## config.mk

```make
export PLATFORM = sky130hd
export DESIGN_NAME = conv_filter_sched_flat
export DESIGN_NICKNAME = d
export VERILOG_FILES = /design/src/rtl/conv_filter_sched_if.sv /design/src/rtl/conv_filter_sched.sv /design/src/flat_wrapper.sv
export SDC_FILE = /design/constraint.sdc
export NUM_CORES = 1
export LEC_CHECK = 0
export CORE_ASPECT_RATIO = 0.8
export CORE_MARGIN = 5
export CORE_UTILIZATION = 33
export DETAILED_ROUTE_END_ITERATION = 10
export DONT_BUFFER_PORTS = 1
export PLACE_DENSITY_LB_ADDON = 0.12
export SYNTH_ARGS = -nofsm -noshare
export SYNTH_HDL_FRONTEND = slang
export SYNTH_SLANG_ARGS = --single-unit
```

## constraint.sdc

```tcl
create_clock -name i_clk -period 3.88 [get_ports i_clk]
set_input_delay 0.776 -clock i_clk [delete_from_list [all_inputs] [get_ports i_clk]]
set_output_delay 0.776 -clock i_clk [all_outputs]
set_load 0.02 [all_outputs]
```

## src/rtl/conv_filter_sched_if.sv

```systemverilog
// Handshake and ROM/core bus between the sliding-window stage, the weight/bias
// ROMs, the conv core and the filter scheduler.
interface conv_filter_sched_if #(
    parameter int DATA_WIDTH        = 8,
    parameter int WADDR_WIDTH       = 9,
    parameter int FILTER_ADDR_WIDTH = 5
);
    logic                         win_valid;
    logic                         win_ready;
    logic                         win_latch;
    logic [WADDR_WIDTH-1:0]       w_addr;
    logic [DATA_WIDTH-1:0]        w_q;
    logic [FILTER_ADDR_WIDTH-1:0] b_addr;
    logic [9*DATA_WIDTH-1:0]      kw_flat;
    logic                         core_valid;
    logic [FILTER_ADDR_WIDTH-1:0] filter_idx;
    logic                         busy;
    logic                         patch_done;
    logic [15:0]                  patch_cnt;

    modport master (
        input  win_valid, w_q,
        output win_ready, win_latch, w_addr, b_addr, kw_flat,
               core_valid, filter_idx, busy, patch_done, patch_cnt
    );

    modport slave (
        output win_valid, w_q,
        input  win_ready, win_latch, w_addr, b_addr, kw_flat,
               core_valid, filter_idx, busy, patch_done, patch_cnt
    );
endinterface

```

## src/rtl/conv_filter_sched.sv

```systemverilog
// Filter sequencer for the time-multiplexed 3x3 conv core: per accepted window it
// streams each filter's 9 weights from the weight ROM into a tap bank and fires the core.
module conv_filter_sched #(
    parameter int DATA_WIDTH        = 8,
    parameter int NUM_FILTERS       = 32,
    parameter int TAPS              = 9,
    parameter int WADDR_WIDTH       = 9,
    parameter int FILTER_ADDR_WIDTH = (NUM_FILTERS > 1) ? $clog2(NUM_FILTERS) : 1,
    parameter int ROM_LATENCY       = 1
) (
    input  logic                    i_clk,
    input  logic                    i_rst,
    conv_filter_sched_if.master     bus
);
    typedef enum logic [1:0] {
        ST_IDLE  = 2'd0,
        ST_FETCH = 2'd1,
        ST_FIRE  = 2'd2
    } state_t;

    localparam logic [3:0] LAT_STEP   = 4'(ROM_LATENCY);
    localparam logic [3:0] ISSUE_LAST = 4'(TAPS - 1);
    localparam logic [3:0] LAST_STEP  = 4'(ROM_LATENCY + TAPS - 1);
    localparam logic [FILTER_ADDR_WIDTH-1:0] FILT_LAST = FILTER_ADDR_WIDTH'(NUM_FILTERS - 1);

    state_t                       r_state;
    state_t                       w_state_nxt;
    logic                         w_ready;
    logic                         w_accept;
    logic                         w_fire;
    logic                         w_last;
    logic [3:0]                   w_cap_idx;
    logic [3:0]                   r_step;
    logic [WADDR_WIDTH-1:0]       r_w_addr;
    logic [WADDR_WIDTH-1:0]       r_base;
    logic [FILTER_ADDR_WIDTH-1:0] r_b_addr;
    logic [FILTER_ADDR_WIDTH-1:0] r_filter_idx;
    logic [15:0]                  r_patch_cnt;
    logic [DATA_WIDTH-1:0]        r_taps [TAPS];

    // State register
    always_ff @(posedge i_clk) begin
        if (i_rst) begin
            r_state <= ST_IDLE;
        end else begin
            r_state <= w_state_nxt;
        end
    end

    // Next-state and strobe decode
    always_comb begin
        w_state_nxt = r_state;
        w_ready     = 1'b0;
        w_fire      = 1'b0;
        w_last      = 1'b0;
        case (r_state)
            ST_IDLE: begin
                w_ready = ~i_rst;
                if (bus.win_valid && !i_rst) begin
                    w_state_nxt = ST_FETCH;
                end else begin
                    w_state_nxt = ST_IDLE;
                end
            end
            ST_FETCH: begin
                if (r_step == LAST_STEP) begin
                    w_state_nxt = ST_FIRE;
                end else begin
                    w_state_nxt = ST_FETCH;
                end
            end
            ST_FIRE: begin
                w_fire = 1'b1;
                w_last = (r_filter_idx == FILT_LAST);
                if (w_last) begin
                    w_state_nxt = ST_IDLE;
                end else begin
                    w_state_nxt = ST_FETCH;
                end
            end
            default: begin
                w_state_nxt = ST_IDLE;
            end
        endcase
    end

    assign w_accept  = bus.win_valid & w_ready;
    // ROM data returning now was addressed ROM_LATENCY fetch steps ago.
    assign w_cap_idx = r_step - LAT_STEP;

    // Address issue, tap capture and filter/patch counters
    always_ff @(posedge i_clk) begin
        if (i_rst) begin
            r_step       <= 4'd0;
            r_w_addr     <= '0;
            r_base       <= '0;
            r_b_addr     <= '0;
            r_filter_idx <= '0;
            r_patch_cnt  <= 16'd0;
            for (int i = 0; i < TAPS; i++) begin
                r_taps[i] <= '0;
            end
        end else begin
            case (r_state)
                ST_IDLE: begin
                    if (w_accept) begin
                        r_step       <= 4'd0;
                        r_w_addr     <= '0;
                        r_base       <= '0;
                        r_b_addr     <= '0;
                        r_filter_idx <= '0;
                    end
                end
                ST_FETCH: begin
                    if (r_step < ISSUE_LAST) begin
                        r_w_addr <= r_w_addr + WADDR_WIDTH'(1);
                    end
                    if (r_step >= LAT_STEP) begin
                        r_taps[w_cap_idx] <= bus.w_q;
                    end
                    r_step <= r_step + 4'd1;
                end
                ST_FIRE: begin
                    r_step <= 4'd0;
                    if (w_last) begin
                        r_patch_cnt <= r_patch_cnt + 16'd1;
                    end else begin
                        r_filter_idx <= r_filter_idx + FILTER_ADDR_WIDTH'(1);
                        r_b_addr     <= r_b_addr + FILTER_ADDR_WIDTH'(1);
                        r_base       <= r_base + WADDR_WIDTH'(TAPS);
                        r_w_addr     <= r_base + WADDR_WIDTH'(TAPS);
                    end
                end
                default: begin
                    r_step <= 4'd0;
                end
            endcase
        end
    end

    for (genvar g = 0; g < TAPS; g++) begin : g_kw
        assign bus.kw_flat[g*DATA_WIDTH +: DATA_WIDTH] = r_taps[g];
    end

    assign bus.win_ready  = w_ready;
    assign bus.win_latch  = w_accept;
    assign bus.w_addr     = r_w_addr;
    assign bus.b_addr     = r_b_addr;
    assign bus.core_valid = w_fire;
    assign bus.filter_idx = r_filter_idx;
    assign bus.busy       = (r_state != ST_IDLE);
    assign bus.patch_done = w_fire & w_last;
    assign bus.patch_cnt  = r_patch_cnt;
endmodule

```

## src/flat_wrapper.sv

```systemverilog
// flat-port wrapper written by rule: the top's interface ports become plain ports
module conv_filter_sched_flat 
#(
    parameter int DATA_WIDTH        = 8,
    parameter int NUM_FILTERS       = 32,
    parameter int TAPS              = 9,
    parameter int WADDR_WIDTH       = 9,
    parameter int FILTER_ADDR_WIDTH = (NUM_FILTERS > 1) ? $clog2(NUM_FILTERS) : 1,
    parameter int ROM_LATENCY       = 1
)
  (i_clk, i_rst, bus_win_valid, bus_w_q, bus_win_ready, bus_win_latch, bus_w_addr, bus_b_addr, bus_kw_flat, bus_core_valid, bus_filter_idx, bus_busy, bus_patch_done, bus_patch_cnt);
  conv_filter_sched_if #(.DATA_WIDTH(DATA_WIDTH), .WADDR_WIDTH(WADDR_WIDTH), .FILTER_ADDR_WIDTH(FILTER_ADDR_WIDTH)) bus_i ();
  input  logic i_clk;
  input  logic i_rst;
  input wire logic [$bits(bus_i.win_valid)-1:0] bus_win_valid;
  input wire logic [$bits(bus_i.w_q)-1:0] bus_w_q;
  output wire logic [$bits(bus_i.win_ready)-1:0] bus_win_ready;
  output wire logic [$bits(bus_i.win_latch)-1:0] bus_win_latch;
  output wire logic [$bits(bus_i.w_addr)-1:0] bus_w_addr;
  output wire logic [$bits(bus_i.b_addr)-1:0] bus_b_addr;
  output wire logic [$bits(bus_i.kw_flat)-1:0] bus_kw_flat;
  output wire logic [$bits(bus_i.core_valid)-1:0] bus_core_valid;
  output wire logic [$bits(bus_i.filter_idx)-1:0] bus_filter_idx;
  output wire logic [$bits(bus_i.busy)-1:0] bus_busy;
  output wire logic [$bits(bus_i.patch_done)-1:0] bus_patch_done;
  output wire logic [$bits(bus_i.patch_cnt)-1:0] bus_patch_cnt;
  assign bus_i.win_valid = bus_win_valid;
  assign bus_i.w_q = bus_w_q;
  assign bus_win_ready = bus_i.win_ready;
  assign bus_win_latch = bus_i.win_latch;
  assign bus_w_addr = bus_i.w_addr;
  assign bus_b_addr = bus_i.b_addr;
  assign bus_kw_flat = bus_i.kw_flat;
  assign bus_core_valid = bus_i.core_valid;
  assign bus_filter_idx = bus_i.filter_idx;
  assign bus_busy = bus_i.busy;
  assign bus_patch_done = bus_i.patch_done;
  assign bus_patch_cnt = bus_i.patch_cnt;
  conv_filter_sched #(.DATA_WIDTH(DATA_WIDTH), .NUM_FILTERS(NUM_FILTERS), .TAPS(TAPS), .WADDR_WIDTH(WADDR_WIDTH), .FILTER_ADDR_WIDTH(FILTER_ADDR_WIDTH), .ROM_LATENCY(ROM_LATENCY)) u_core (.i_clk(i_clk), .i_rst(i_rst), .bus(bus_i));
endmodule
```

==> key figures <==
Status
  – Outcome: finished, final reports clean

Worst hold path
  – Tightest Hold Check Type: in -> reg

Die
  – Die height: 125 um
  – Die W: 154 um
  – Core footprint: 0.0164 mm2
  – Site row count: 42
  – Die Area: 0.0194 mm2
  – Initial Util: 33.4%
  – I/O Pins: 123

Power
  – Gate power share: 2.7%
  – Clock power share: 52.2%
  – Leak Pwr: 2.29 nW
  – Cell-internal power: 2.50 mW
  – Sw Share: 22.1%
  – Psw: 710 uW
  – Max VDD drop: 0.272 mV
  – Total power: 3.21 mW
  – Pwr dens: 510 mW/mm2
  – Sequential share of power: 45.2%

Critical path
  – Worst EP arrival: 2190 ps
  – Type of origin of the critical path: flip-flop
  – Crit path max-delay family: simple AND/OR/NAND/NOR gates
  – Slowest stage delay, CP: 710 ps
  – Setup CP Type: reg -> out
  – Required @ worst endpoint: 3100 ps
  – Buf/Inv on CP: 1
  – Worst-path cell chain: inv_1 -> ha_1 -> and2_1
  – Worst-path fanout max: 15
  – CP endpoint kind: primary output
  – Slowest stage cell, crit path: and2_1

Placement
  – Post-DP Area: 0.00567 mm2
  – Post-Place Cells: 706
  – Post-DP HPWL: 9350 um
  – I/O Buffers: 0
  – RePlAce Congestion: 0.760

STA
  – Worst slew pin tran: 817 ps
  – Tcrit/Tclk final: 76.5%
  – Final hold violation count: 0
  – RSZ-0062 raised after global routing: no
  – F_max: 337 MHz
  – Skew final: 10.7 ps
  – Worst slew margin: 45.5%
  – Setup violations, final: 0
  – Final Slew Violations: 0
  – Setup TNS: 0 ps
  – Final min period: 2970 ps
  – Fin Hold WS: 435 ps

Detailed routing
  – DR vias: 3641
  – 1st-pass router iterations: 4
  – WL per Instance: 18.5 um
  – Post-route ant nets: 0
  – Vias per cell: 4.93
  – DRC: 0
  – Routed WL: 13600 um
  – Initial DRC Count: 171

Layout
  – Area Growth Syn to Fin: 14.4%
  – Final Non-Filler Cells: 738
  – Layout cells sized above 1: 8.88%
  – FILL cells: 1583
  – Final Cell Area: 0.00629 mm2
  – Post-layout nets: 531
  – # diodes: 0

Clocking
  – # Post-CTS Setup Buffers: 0
  – Worst-skew pair later-pin latency: 410 ps
  – CTS root buf: clkbuf_16
  – CTS Buf Count: 17
  – Max Root-Sink Buffers: 2
  – # clock sinks: 122
  – CTS H-tree depth: 4
  – Worst-path clk slew: 60 ps
  – Gates resized, CTS repair: 0
  – CTS tree: built
  – Hold_buf cts: 0

Logic synthesis
  – Yosys warns: 0
  – Mapped Cells: 505
  – Syn Area/Cell: 10.9 um2
  – Post-synth EDFFs: 72
  – Cell Area, Synth: 0.00550 mm2
  – Syn nets: 531
  – #FFs+latches synth: 122
  – Async SR Flop Fraction: 0%
  – Synth cell types: 52
  – Register area share after synthesis: 57.5%
  – Synth Flop Type: edfxtp_1

Run
  – Max cap viols: 0

Global routing
  – Vias in the first global route: 3503
  – Grt total ovfl: 0
  – First-pass GRT wire length: 21000 um
  – Largest net degree at the start of global routing: 62
  – Initial antenna violation count: 1
  – Total track usage: 13.9%
[flip-flops by register name, summed over array words and instances, names as in the netlist]
signal and cells:
u_core.r_state 2, u_core.bus.filter_idx 5, u_core.r_step 4, u_core.bus.patch_cnt 16, u_core.bus.b_addr 5, u_core.r_base 9, u_core.bus.w_addr 9, u_core.r_taps 72
[worst register-to-register path: cells and delay by family, from the launching register on]
| family | cells | cell delay (ps) |
|---|---|---|
| and+or+nand+nor | 3 | 1550 |
| DFF | 1 | 330 |
| adders and majority gates | 1 | 660 |
| AOI/OAI and AO/OA | 1 | 150 |
| buffers and inverters | 1 | 90 |
[synthesized netlist by cell type, types with 5 or more instances]
cell,instances,area share (%)
dfxtp_1,50,18
nand4_1,8,0.91
ha_1,15,3.4
clkbuf_1,9,0.61
buf_2,6,0.55
and3_1,12,1.4
nor2b_1,5,0.57
inv_1,16,1.1
nor2_1,48,3.3
o21ai_0,11,1.0
or2_2,7,0.80
nand3_1,16,1.5
and2_1,73,8.3
xnor2_1,16,2.5
edfxtp_1,72,39
nor3_1,9,0.82
a22oi_1,9,1.2
a21oi_1,25,2.3
nand2_1,27,1.8
xor2_1,11,1.8
[stage by stage]
| stage | util (%) | setup slack, ps |
|---|---|---|
| floorplan | - | 1520 |
| finish | 38.2 | 912 |
| detailed placement | 34.5 | 1040 |
| global route | 38.2 | 794 |
| CTS | 38.2 | 881 |
| global placement | 34.5 | 1130 |
[placed cells by master (no fill, tap or decap), types with 3 or more instances in the layout]
master / n
a21o_1: 3
a21oi_1: 25
a22oi_1: 9
and2_1: 73
and3_1: 12
bufinv_16: 4
clkbuf_16: 17
clkinv_4: 4
dfxtp_1: 50
edfxtp_1: 72
ha_1: 15
inv_1: 16
nand2_1: 27
nand2b_1: 3
nand3_1: 16
nand3b_1: 4
nand4_1: 8
nor2_1: 48
nor2b_1: 5
nor3_1: 9
nor3b_1: 4
o21a_1: 3
o21ai_0: 11
o32ai_1: 4
or2_1: 4
or2_2: 7
or3_1: 4
xnor2_1: 16
xor2_1: 11
[per-layer routing]
layer | vias to the layer above | GRT usage (%) | share of wire, %
met5 | - | 0 | 0
met4 | 0 | 3.74 | 0.95
met3 | 6 | 5.04 | 6.0
met2 | 88 | 21.8 | 47
met1 | 1782 | 18.3 | 46
li1 | 1765 | - | -
[path summary, 6_finish.rpt]
check,from,end,slack [ps],cells after the start
min reg2reg,u_core.r_base[8],u_core.r_base[8],490,2
max reg2reg,u_core.r_state[0],u_core.bus.patch_cnt[8],1040,6
min,i_rst,u_core.bus.filter_idx[0],430,1
max,u_core.r_state[0],bus_patch_done,910,3
[power by group through the flow]
| stage | Clock [mW] | Sequential [mW] | Combinational (mW) |
|---|---|---|---|
| after global routing | 1.77 | 1.45 | 0.0959 |
| after CTS | 1.71 | 1.45 | 0.0868 |
| after floorplan | 0 | 1.47 | 0.0731 |
| after global placement | 0 | 1.48 | 0.0846 |
| after detailed placement | 0 | 1.48 | 0.0864 |
| final | 1.67 | 1.45 | 0.0853 |
[cell type report]
| type | instances | area (um2) | area share (%) |
|---|---|---|---|
| Timing Repair Buffer | 2 | 15.0 | 0.239 |
| Inverter | 16 | 60.1 | 0.955 |
| Clock inverter | 15 | 198 | 3.14 |
| Tap cell | 220 | 275 | 4.38 |
| Clock buffer | 17 | 425 | 6.76 |
| Multi-Input combinational cell | 346 | 2150 | 34.2 |
| Sequential cell | 122 | 3160 | 50.3 |
[kinds of logic after synthesis]
family | Yosys count | synth area share [%]
AOI/OAI and AO/OA | 71 | 8.33
adders and majority gates | 15 | 3.41
buffers and inverters | 37 | 3.34
DFF | 122 | 57.5
muxes | 1 | 0.182
and+or+nand+nor | 232 | 22.9
xor gates and xnor gates | 27 | 4.30
(Power assumes the default switching activity.)
